`config.mk`:
```
export PLATFORM = sky130hd
export DESIGN_NAME = seq_ctrl_flat
export DESIGN_NICKNAME = d
export VERILOG_FILES = /design/src/rtl/seq_pkg.sv /design/src/rtl/seq_stack_if.sv /design/src/rtl/seq_decode.sv /design/src/rtl/seq_ctrl.sv /design/src/flat_wrapper.sv
export SDC_FILE = /design/constraint.sdc
export NUM_CORES = 1
export LEC_CHECK = 0
export CAP_MARGIN = 30
export CORE_ASPECT_RATIO = 0.9
export CORE_UTILIZATION = 46
export DETAILED_ROUTE_END_ITERATION = 8
export GPL_ROUTABILITY_DRIVEN = 0
export GPL_TIMING_DRIVEN = 0
export HOLD_SLACK_MARGIN = 0.02
export MAX_ROUTING_LAYER = met4
export PLACE_DENSITY = 0.92
export SYNTH_ARGS = -nofsm -noshare
export SYNTH_HDL_FRONTEND = slang
export SYNTH_SLANG_ARGS = --single-unit
```
`constraint.sdc`:
```
create_clock -name clk -period 3.9 [get_ports clk]
set_input_delay 0.78 -clock clk [delete_from_list [all_inputs] [get_ports clk]]
set_output_delay 0.78 -clock clk [all_outputs]
set_load 0.005 [all_outputs]
```
`src/rtl/seq_pkg.sv`:
```
// Shared encodings for the microprogram sequencer slice.
// Optional build macro: SEQ_OVF_GUARD_EN (stack overflow guard).
package seq_pkg;

  localparam logic [3:0] I_JZ   = 4'd0;
  localparam logic [3:0] I_CJS  = 4'd1;
  localparam logic [3:0] I_JMAP = 4'd2;
  localparam logic [3:0] I_CJP  = 4'd3;
  localparam logic [3:0] I_PUSH = 4'd4;
  localparam logic [3:0] I_JSRP = 4'd5;
  localparam logic [3:0] I_CJV  = 4'd6;
  localparam logic [3:0] I_JRP  = 4'd7;
  localparam logic [3:0] I_RFCT = 4'd8;
  localparam logic [3:0] I_RPCT = 4'd9;
  localparam logic [3:0] I_CRTN = 4'd10;
  localparam logic [3:0] I_CJPP = 4'd11;
  localparam logic [3:0] I_LDCT = 4'd12;
  localparam logic [3:0] I_LOOP = 4'd13;
  localparam logic [3:0] I_CONT = 4'd14;
  localparam logic [3:0] I_TWB  = 4'd15;

  localparam logic [1:0] OP_HOLD  = 2'b00;
  localparam logic [1:0] OP_PUSH  = 2'b01;
  localparam logic [1:0] OP_POP   = 2'b10;
  localparam logic [1:0] OP_RESET = 2'b11;

  typedef enum logic [2:0] {
    YS_D, YS_R, YS_F, YS_PC, YS_ZERO
  } ysel_e;

  typedef enum logic [1:0] {
    R_HOLD, R_LOAD, R_DEC
  } rop_e;

  typedef struct packed {
    ysel_e      ysel;
    logic [1:0] sop;
    rop_e       rop;
    logic       pl_n;
    logic       map_n;
    logic       vect_n;
  } dec_t;

endpackage

```
`src/rtl/seq_stack_if.sv`:
```
// Bus between the sequencer controller and the external 5-deep stack.
// Controller side is master; the stack block is slave.
interface seq_stack_if #(
  parameter int AW = 12
) ();
  logic [1:0]    stack_op;
  logic [AW-1:0] stack_din;
  logic [AW-1:0] stack_dout;
  logic          stack_full_n;

  modport master (
    output stack_op, stack_din,
    input  stack_dout, stack_full_n
  );

  modport slave (
    input  stack_op, stack_din,
    output stack_dout, stack_full_n
  );
endinterface

```
`src/rtl/seq_decode.sv`:
```
// Combinational instruction decode for the sequencer.
// Maps opcode, condition pass and R!=0 onto the datapath controls.
module seq_decode
  import seq_pkg::*;
(
  input  logic [3:0] i,
  input  logic       pass,
  input  logic       rnz,
  output dec_t       dec
);

  always_comb begin
    dec = '{ysel: YS_PC, sop: OP_HOLD, rop: R_HOLD,
            pl_n: 1'b0, map_n: 1'b1, vect_n: 1'b1};
    unique case (1'b1)
      (i == I_JZ): begin
        dec.ysel = YS_ZERO;
        dec.sop  = OP_RESET;
      end
      (i == I_CJS): if (pass) begin
        dec.ysel = YS_D;
        dec.sop  = OP_PUSH;
      end
      (i == I_JMAP): begin
        dec.ysel  = YS_D;
        dec.pl_n  = 1'b1;
        dec.map_n = 1'b0;
      end
      (i == I_CJP): if (pass) dec.ysel = YS_D;
      (i == I_PUSH): begin
        dec.sop = OP_PUSH;
        if (pass) dec.rop = R_LOAD;
      end
      (i == I_JSRP): begin
        dec.ysel = pass ? YS_D : YS_R;
        dec.sop  = OP_PUSH;
      end
      (i == I_CJV): begin
        if (pass) dec.ysel = YS_D;
        dec.pl_n   = 1'b1;
        dec.vect_n = 1'b0;
      end
      (i == I_JRP): dec.ysel = pass ? YS_D : YS_R;
      (i == I_RFCT): begin
        if (rnz) begin
          dec.ysel = YS_F;
          dec.rop  = R_DEC;
        end else begin
          dec.sop = OP_POP;
        end
      end
      (i == I_RPCT): if (rnz) begin
        dec.ysel = YS_D;
        dec.rop  = R_DEC;
      end
      (i == I_CRTN): if (pass) begin
        dec.ysel = YS_F;
        dec.sop  = OP_POP;
      end
      (i == I_CJPP): if (pass) begin
        dec.ysel = YS_D;
        dec.sop  = OP_POP;
      end
      (i == I_LDCT): dec.rop = R_LOAD;
      (i == I_LOOP): begin
        if (pass) dec.sop = OP_POP;
        else dec.ysel = YS_F;
      end
      (i == I_CONT): dec.ysel = YS_PC;
      (i == I_TWB): begin
        if (pass) begin
          dec.sop = OP_POP;
        end else if (rnz) begin
          dec.ysel = YS_F;
          dec.rop  = R_DEC;
        end else begin
          dec.ysel = YS_D;
          dec.sop  = OP_POP;
        end
      end
      default: ;
    endcase
  end

endmodule

```
`src/rtl/seq_ctrl.sv`:
```
// Next-address controller: microPC, register/counter, Y mux, stack sequencing.
// Build option SEQ_OVF_GUARD_EN turns push-on-full into HOLD plus sticky ovf_err.
module seq_ctrl
  import seq_pkg::*;
#(
  parameter int AW = 12
) (
  input  logic          clk,
  input  logic          rst_n,
  input  logic [3:0]    i,
  input  logic [AW-1:0] d,
  input  logic          cc_n,
  input  logic          ccen_n,
  input  logic          rld_n,
  input  logic          ci,
  output logic [AW-1:0] y,
  output logic          pl_n,
  output logic          map_n,
  output logic          vect_n,
  seq_stack_if.master   stk,
  output logic          full_n,
  output logic          ovf_err
);

  logic [AW-1:0] pc;
  logic [AW-1:0] r;
  logic [AW-1:0] ymux;
  logic [AW-1:0] r_nxt;
  logic          pass;
  logic          rnz;
  logic          ovf_hit;
  dec_t          dec;

  assign pass = ccen_n | ~cc_n;
  assign rnz  = |r;

  seq_decode u_dec (
    .i    (i),
    .pass (pass),
    .rnz  (rnz),
    .dec  (dec)
  );

  always_comb begin
    ymux = pc;
    unique case (dec.ysel)
      YS_D:    ymux = d;
      YS_R:    ymux = r;
      YS_F:    ymux = stk.stack_dout;
      YS_PC:   ymux = pc;
      YS_ZERO: ymux = '0;
      default: ymux = pc;
    endcase
  end

  // Reset forces a quiet bus and a stack clear, independent of decode.
  assign y      = rst_n ? ymux : '0;
  assign pl_n   = rst_n ? dec.pl_n : 1'b1;
  assign map_n  = rst_n ? dec.map_n : 1'b1;
  assign vect_n = rst_n ? dec.vect_n : 1'b1;
  assign full_n = stk.stack_full_n;

  assign stk.stack_din = pc;
  assign stk.stack_op  = !rst_n  ? OP_RESET :
                         ovf_hit ? OP_HOLD  : dec.sop;

  always_comb begin
    r_nxt = r;
    if (!rld_n) begin
      r_nxt = d;
    end else begin
      unique case (dec.rop)
        R_LOAD:  r_nxt = d;
        R_DEC:   r_nxt = r - 1'b1;
        default: r_nxt = r;
      endcase
    end
  end

  always_ff @(posedge clk or negedge rst_n) begin
    if (!rst_n) begin
      pc <= '0;
      r  <= '0;
    end else begin
      pc <= y + {{(AW-1){1'b0}}, ci};
      r  <= r_nxt;
    end
  end

`ifdef SEQ_OVF_GUARD_EN
  logic ovf_q;

  assign ovf_hit = (dec.sop == OP_PUSH) & ~stk.stack_full_n;
  assign ovf_err = ovf_q;

  always_ff @(posedge clk or negedge rst_n) begin
    if (!rst_n) ovf_q <= 1'b0;
    else if (ovf_hit) ovf_q <= 1'b1;
  end
`else
  assign ovf_hit = 1'b0;
  assign ovf_err = 1'b0;
`endif

endmodule

```
`src/flat_wrapper.sv`:
```
// flat-port wrapper written by rule: the top's interface ports become plain ports
module seq_ctrl_flat import seq_pkg::*;
#(
  parameter int AW = 12
)
  (clk, rst_n, i, d, cc_n, ccen_n, rld_n, ci, y, pl_n, map_n, vect_n, full_n, ovf_err, stk_stack_op, stk_stack_din, stk_stack_dout, stk_stack_full_n);
  seq_stack_if #(.AW(AW)) stk_i ();
  input  logic clk;
  input  logic rst_n;
  input  logic [3:0] i;
  input  logic [AW-1:0] d;
  input  logic cc_n;
  input  logic ccen_n;
  input  logic rld_n;
  input  logic ci;
  output logic [AW-1:0] y;
  output logic pl_n;
  output logic map_n;
  output logic vect_n;
  output logic full_n;
  output logic ovf_err;
  output wire logic [$bits(stk_i.stack_op)-1:0] stk_stack_op;
  output wire logic [$bits(stk_i.stack_din)-1:0] stk_stack_din;
  input wire logic [$bits(stk_i.stack_dout)-1:0] stk_stack_dout;
  input wire logic [$bits(stk_i.stack_full_n)-1:0] stk_stack_full_n;
  assign stk_stack_op = stk_i.stack_op;
  assign stk_stack_din = stk_i.stack_din;
  assign stk_i.stack_dout = stk_stack_dout;
  assign stk_i.stack_full_n = stk_stack_full_n;
  seq_ctrl #(.AW(AW)) u_core (.clk(clk), .rst_n(rst_n), .i(i), .d(d), .cc_n(cc_n), .ccen_n(ccen_n), .rld_n(rld_n), .ci(ci), .y(y), .pl_n(pl_n), .map_n(map_n), .vect_n(vect_n), .stk(stk_i), .full_n(full_n), .ovf_err(ovf_err));
endmodule
```
Word-level counts from Yosys, hierarchy flattened
Cells that the tools add are included.
- word-level logic and storage cells: 64
- output and inout port bits: 31
- input port bits: 35
- flip-flop bits (word level): 24
- equal/unequal tests: 20
- multiplexer cells: 30
- reductions and logical operators: 8
- bitwise operators: 2
- add/subtract/negate cells: 2
- operator list (operator ; number):
    12-bit case mux with 4 select lines ; 1
    3-bit case mux with 11 select lines ; 1
    4-bit equality test, second input constant ; 7
    12-bit 2-to-1 mux ; 2
    12-bit case mux with 2 select lines ; 1
    2-bit 2-to-1 mux ; 9
    4-bit by 3-bit equality test with 1-bit output, second input constant ; 4
    2-bit case mux with 8 select lines ; 1
    12-bit by 1-bit adder with 12-bit output ; 1
    12-bit OR reduction ; 1
    12-bit by 1-bit subtractor with 12-bit output, second input constant ; 1
    1-bit 2-to-1 mux ; 10
    2-bit OR reduction ; 5
    4-bit by 2-bit equality test with 1-bit output, second input constant ; 2
    4-bit 2-to-1 mux ; 2
    2-bit case mux with 4 select lines ; 1
    3-bit 2-to-1 mux ; 2
    4-bit by 1-bit equality test with 1-bit output, second input constant ; 1
    4-bit zero test ; 1
    3-bit by 1-bit equality test with 1-bit output, second input constant ; 1
    3-bit by 2-bit equality test with 1-bit output, second input constant ; 1
    3-bit equality test, second input constant ; 1
    3-bit zero test ; 1
    3-bit by 1-bit != test with 1-bit output, second input constant ; 1
    other kinds (4) ; 4

Longest topological paths before layout
- word-level depth: 8
- depth in mapped cells: 17

Modules after synthesis
Synthesis repeated with hierarchy kept, for this count alone.
- cells, all modules: 265
- area total of the unflattened synthesis: 2259.7 um2
- modules (own cells, without submodules) (module ; sequential area each (um2) ; instances ; area each (um2) ; cells an instance):
    seq_ctrl ; 600.6 ; 1 ; 2039.5 ; 231
    seq_decode ; 0.0 ; 1 ; 220.2 ; 34

Worst setup path after synthesis
OpenSTA, ideal clock, no wires.
- path type: input -> register
- start point: in ccen_n
- end point: reg u_core.pc[8] (netlist: u_core.stk.stack_din[8])
- path slack: 678 ps
- arrival: 3085 ps
- data required time: 3763 ps
- stages: 16
- cells stage by stage: nand2b_1 -> buf_2 -> o22ai_1 -> a221oi_4 -> nor2_2 -> buf_2 -> buf_2 -> nand2_1 -> a31oi_1 -> a21oi_1 -> nor2_1 -> ha_1 -> ha_1 -> and2_1 -> nand3_1 -> xnor2_1
- cells in the longest elaborated chain, start to end: 7
- RTL lines (what ; RTL line ; text):
    start: declaration ; flat_wrapper.sv:13 ; input logic ccen_n;
    1-bit OR (*) ; seq_ctrl.sv:34 ; assign pass = ccen_n | ~cc_n;
    3-bit 2-to-1 mux (tied with other cells) ; seq_decode.sv:71 ; if (pass) begin
    3-bit case mux with 11 select lines (*) ; seq_decode.sv:15 ; unique case (1'b1)
    3-bit equality test (tied with other cells) ; seq_ctrl.sv:46 ; unique case (dec.ysel)
    12-bit case mux with 4 select lines (*) ; seq_ctrl.sv:46 ;
    12-bit 2-to-1 mux (*) ; seq_ctrl.sv:57 ; assign y = rst_n ? ymux : '0;
    net y[0] ; flat_wrapper.sv:16 ; output logic [AW-1:0] y;
    12-bit by 1-bit adder with 12-bit output (*) ; seq_ctrl.sv:85 ; pc <= y + {{(AW-1){1'b0}}, ci};
    end signal: assignment ; seq_ctrl.sv:85 ;
    end: declaration ; seq_ctrl.sv:25 ; logic [AW-1:0] pc;
The timed path passes the listed nets; every way through them passes the cells marked *.
A chain may end at the register's enable or synchronous reset.

Worst setup path in the final report
- start point: in i[0]
- end point: out y[5]
- cells in the longest elaborated chain, start to end: 6
- RTL lines (what ; RTL line ; text):
    start: declaration ; flat_wrapper.sv:10 ; input logic [3:0] i;
    4-bit by 3-bit equality test with 1-bit output (tied with other cells) ; seq_decode.sv:34 ; (i == I_JSRP): begin
    2-bit OR reduction (no source line) ; -- ;
    3-bit case mux with 11 select lines (*) ; seq_decode.sv:15 ;
    3-bit equality test (tied with other cells) ; seq_ctrl.sv:46 ;
    12-bit case mux with 4 select lines (*) ; seq_ctrl.sv:46 ;
    12-bit 2-to-1 mux (*) ; seq_ctrl.sv:57 ;
    end: declaration ; flat_wrapper.sv:16 ;
Mark *: on every way between the ends. The rest lies on a longest branch, timed or not.

==> metrics.md <==
| Metric | Value |
|---|---|
| Status | finished, violations left |
| Failing checks | design-rule violations |
| Core Rows | 22 |
| Slew of the pin with the lowest slew margin | between 700 and 800 ps |
| CP Class | primary input to output pin |
| WP data arrival | slightly above 3000 ps |
| Crit. Startpoint | i[0] |
| Crit path to | y[5] |
| Initial detailed-routing violation count | roughly 160 |
| Post-Synth Adder-Cell Area | 0.02525 |
| Crit start category | primary input |
| IO Count | 66 |
| Main combinational cell family by area after synthesis | simple AND/OR/NAND/NOR gates |
| Initial Utilization | 0.4832 |
| Detail Route Antenna Nets | 0 |
| Yosys reg bits | 24 |
| Slowest cell delay on critical path | just under 500 ps |
| Total Routing Usage GR | 0.2867 |
| Ys flop type | dfrtp_1 |
| Die area | 4575 um2 |
| Layout Utilization | 0.7447 |
| Clock sink total | 24 |
| Ant. Diodes | 0 |
| GR Overflow Total | 0 |
| Post-Syn Nets | 278 |
| Vias in the first global route | about 2.2k |
| Clock root cell | clkbuf_8 |
| Post-synth EDFFs | 0 |
| Required time of the critical path | about 3100 ps |
| Num CTS Buffers | 3 |
| Final worst clock skew | around 3.7 ps |
| Die Height | 64.27 um |
| Reg2reg setup slack | 610 ps |
| Critical Path Stages | 11 |
| Synth Area in XOR/XNOR | 0.04861 |
| Routed WL | around 6.7 mm |
| Die Span X | between 70 and 80 um |
| Area of the multi-input gates | 1321 um2 |
| Post-synthesis instance area | ~2000 um2 |
| Async SR Flop Fraction | 1.000 |
| CTS Buffer Depth | 2 |
| Vias after detailed routing | ~2.3k |
| Worst min path class | primary input to asynchronous set/reset pin |
| Vias per Instance | 6.167 |
| Fin crit share | 0.9817 |
| Reg2reg path depth | 15 |
| Max IR drop VDD | between 0.00015 and 0.0002 V |
| Final Hold Viols | 0 |
| Yosys cell types | 57 |
| Buf+Inv Stages, Crit Path | 6 |
| Global-route wire length before repair | slightly above 10 mm |
| DR DRC count | 3 |
| Worst path slowest cell | clkdlybuf4s50_1 |
| Fillcell total | approximately 280 |
| Final Slew Violations | 0 |
| TritonCTS clock tree | yes |
| CTS H-tree depth | 1 |
| HPWL Detailed | roughly 4.4 mm |
| Layout Area Growth over Synthesis | 54.10% |
| Clk_lat worst skew | approximately 270 ps |
| Critical Path End Type | output pin |
| CP Cell Sequence | dlygate4sd2_1 -> buf_6 -> a21bo_2 -> o22ai_2 -> and3_1 -> buf_6 -> buf_4 -> nor3_1 -> or3_4 -> inv_4 -> clkdlybuf4s50_1 |
| R2r endpoint | u_core.stk.stack_din[8] |
| Initial antenna violation count | 0 |
| Syn_area_per_cell | approximately 8.3 um2 |
| Core ar. | 4101 um2 |
| Pwr/cell area | 279.5 nW/um2 |
| Max-Cap Viols | 0 |
| Pwr Total | ~850 uW |
| Compound-cell area share of the yosys netlist | 0.2412 |
| Mux cell area share after synthesis | 0 |
| Critical path peak fanout | 10 |
| Largest net degree at the start of global routing | 18 |
| CP delay by family, top | buffers and inverters |
| Setup violators final | 0 |
| Sequential share of the synthesized area | 0.3030 |
| P_leak | approximately 0.0013 uW |
| FF+latch area | 601.8 um2 |
| Buffers on Ports | 63 |
| Reg clk slew, reported paths | around 90 ps |
| Pre-Repair DR Iteration Count | 6 |
| Slew margin rel. | 0.5105 |
| Min cycle time layout | 3829 ps |
| Fin nets | 370 |
| Max Clk Rate | between 0.2 and 0.3 GHz |
| WL/cell | 17.69 um |
| Simple-Gate Fraction of Synth Area | 0.3068 |
| Yosys Warn Count | 0 |
| Layout cell share with drive strength beyond 1 | 0.2424 |
| Synth Instances | approximately 240 |
| Worst R2R Start | u_core.r[0] |
| CP dominant cell by count | buf_6 |
==> cells in the mapped netlist, types with 2 or more instances <==
library cell  count  share of area
o21ai_0          11          0.028
ha_1              4          0.025
nor3_2            3          0.015
clkbuf_1          2         0.0038
nor4_1            6          0.019
xnor2_1          10          0.044
a21oi_1          16          0.040
o22ai_1           4          0.013
nor3b_1           2         0.0076
a221o_1           4          0.020
nand4_1           9          0.028
nand2_1          27          0.051
nand3_1           6          0.015
o211ai_1          2         0.0076
o31ai_1           4          0.015
a221oi_1          7          0.031
dfrtp_1          24           0.30
buf_4             3          0.011
buf_6             3          0.017
inv_1             9          0.017
o21ai_1           2         0.0051
buf_2             8          0.020
nor2_1           19          0.036
nor3_1           14          0.035
and3_1            3         0.0095
nor4_2            3          0.019
o311ai_0          2         0.0088
a31oi_1           3         0.0095
==> sequential cells by signal (all words and copies together) (netlist names) <==
| name | count |
|---|---|
| u_core.stk.stack_din | 12 |
| u_core.r | 12 |
==> layout make-up <==
type                       count  share of cell area
multi-input combinational    188              0.4326
sequential                    24              0.1971
buffer                        16             0.04793
tap                           48             0.01966
timing repair buffer          87              0.2700
inverter                      11             0.01475
clock buffer                   4             0.01803
==> worst min path at each step <==
stage                           start     endpoint  depth (start not counted)
final                           rst_n  u_core.r[2]                          1
after global routing            rst_n  u_core.r[2]                          1
after CTS                       rst_n  u_core.r[2]                          1
after detailed placement  u_core.r[7]  u_core.r[7]                          1
after global placement    u_core.r[7]  u_core.r[7]                          1
after floorplan                 rst_n  u_core.r[0]                          0
==> per-stage QoR <==
stage          cells  setup WS [ps]  setup TNS, ps  cell area (um2)  hold slack, ps
2_1_floorplan    239          677.8              0             1982           484.4
3_3_place_gp     350         -963.8         -10970             2673           538.6
3_5_place_dp     351         -707.1          -7320             2700           559.6
4_1_cts          371         -83.97         -146.1             2952           482.1
5_1_grt          378         -37.54         -37.54             3054           480.9
6_report         378          71.29              0             3054           469.0
==> where the power goes <==
group / internal (uW) / total [uW] / switching, uW / leakage [uW]
logic: 195 / 371 / 176 / 0.000972
clock network: 90.2 / 172 / 82.2 / 0.0000288
registers: 278 / 310 / 31.8 / 0.000297
==> cells in the final DEF, fill, tap and decap left out, types with 2 or more instances in the layout <==
master / netlist / layout
a21oi_1: 16 / 15
a221o_1: 4 / 4
a221oi_1: 7 / 6
a31oi_1: 3 / 3
and3_1: 3 / 3
buf_2: 8 / 2
buf_4: 3 / 26
buf_6: 3 / 8
clkbuf_8: 0 / 4
clkdlybuf4s50_1: 0 / 47
dfrtp_1: 24 / 23
dlygate4sd2_1: 0 / 12
dlymetal6s2s_1: 0 / 3
ha_1: 4 / 4
inv_1: 9 / 6
inv_2: 1 / 3
nand2_1: 27 / 27
nand3_1: 6 / 6
nand4_1: 9 / 9
nor2_1: 19 / 18
nor2_2: 1 / 2
nor3_1: 14 / 13
nor3_2: 3 / 3
nor3b_1: 2 / 2
nor4_1: 6 / 6
nor4_4: 1 / 3
nor4b_4: 1 / 2
o211ai_1: 2 / 2
o21ai_0: 11 / 11
o21ai_2: 1 / 2
o22ai_1: 4 / 2
o22ai_2: 0 / 2
o311ai_0: 2 / 2
o31ai_1: 4 / 4
xnor2_1: 10 / 10
==> per-layer routing <==
metal | part of all wire | vias to the layer above | GRT usage
met2 | 0.48 | 135 | 0.4583
met4 | 0.034 | 0 | 0.1225
met1 | 0.42 | 1090 | 0.3669
met3 | 0.069 | 26 | 0.03470
met5 | 0 | - | -
li1 | - | 1080 | -
==> logic make-up (layout without fill, tap and decap cells) <==
group | after synthesis | in the layout
adders and majority gates | 4 | 4
AOI/OAI and AO/OA | 67 | 67
and+or+nand+nor | 105 | 105
DFF | 24 | 24
buffers and inverters | 27 | 118
other | 1 | 1
xor gates and xnor gates | 11 | 11
==> timing repair <==
action,4_1_cts,5_1_grt
setup buffers,16,7
pin swaps,13,7
endpoints found under the setup margin,13,8
gates resized for setup,42,13
hold buffers,0,0
endpoints found under the hold margin,0,0
(Power assumes the default switching activity.)
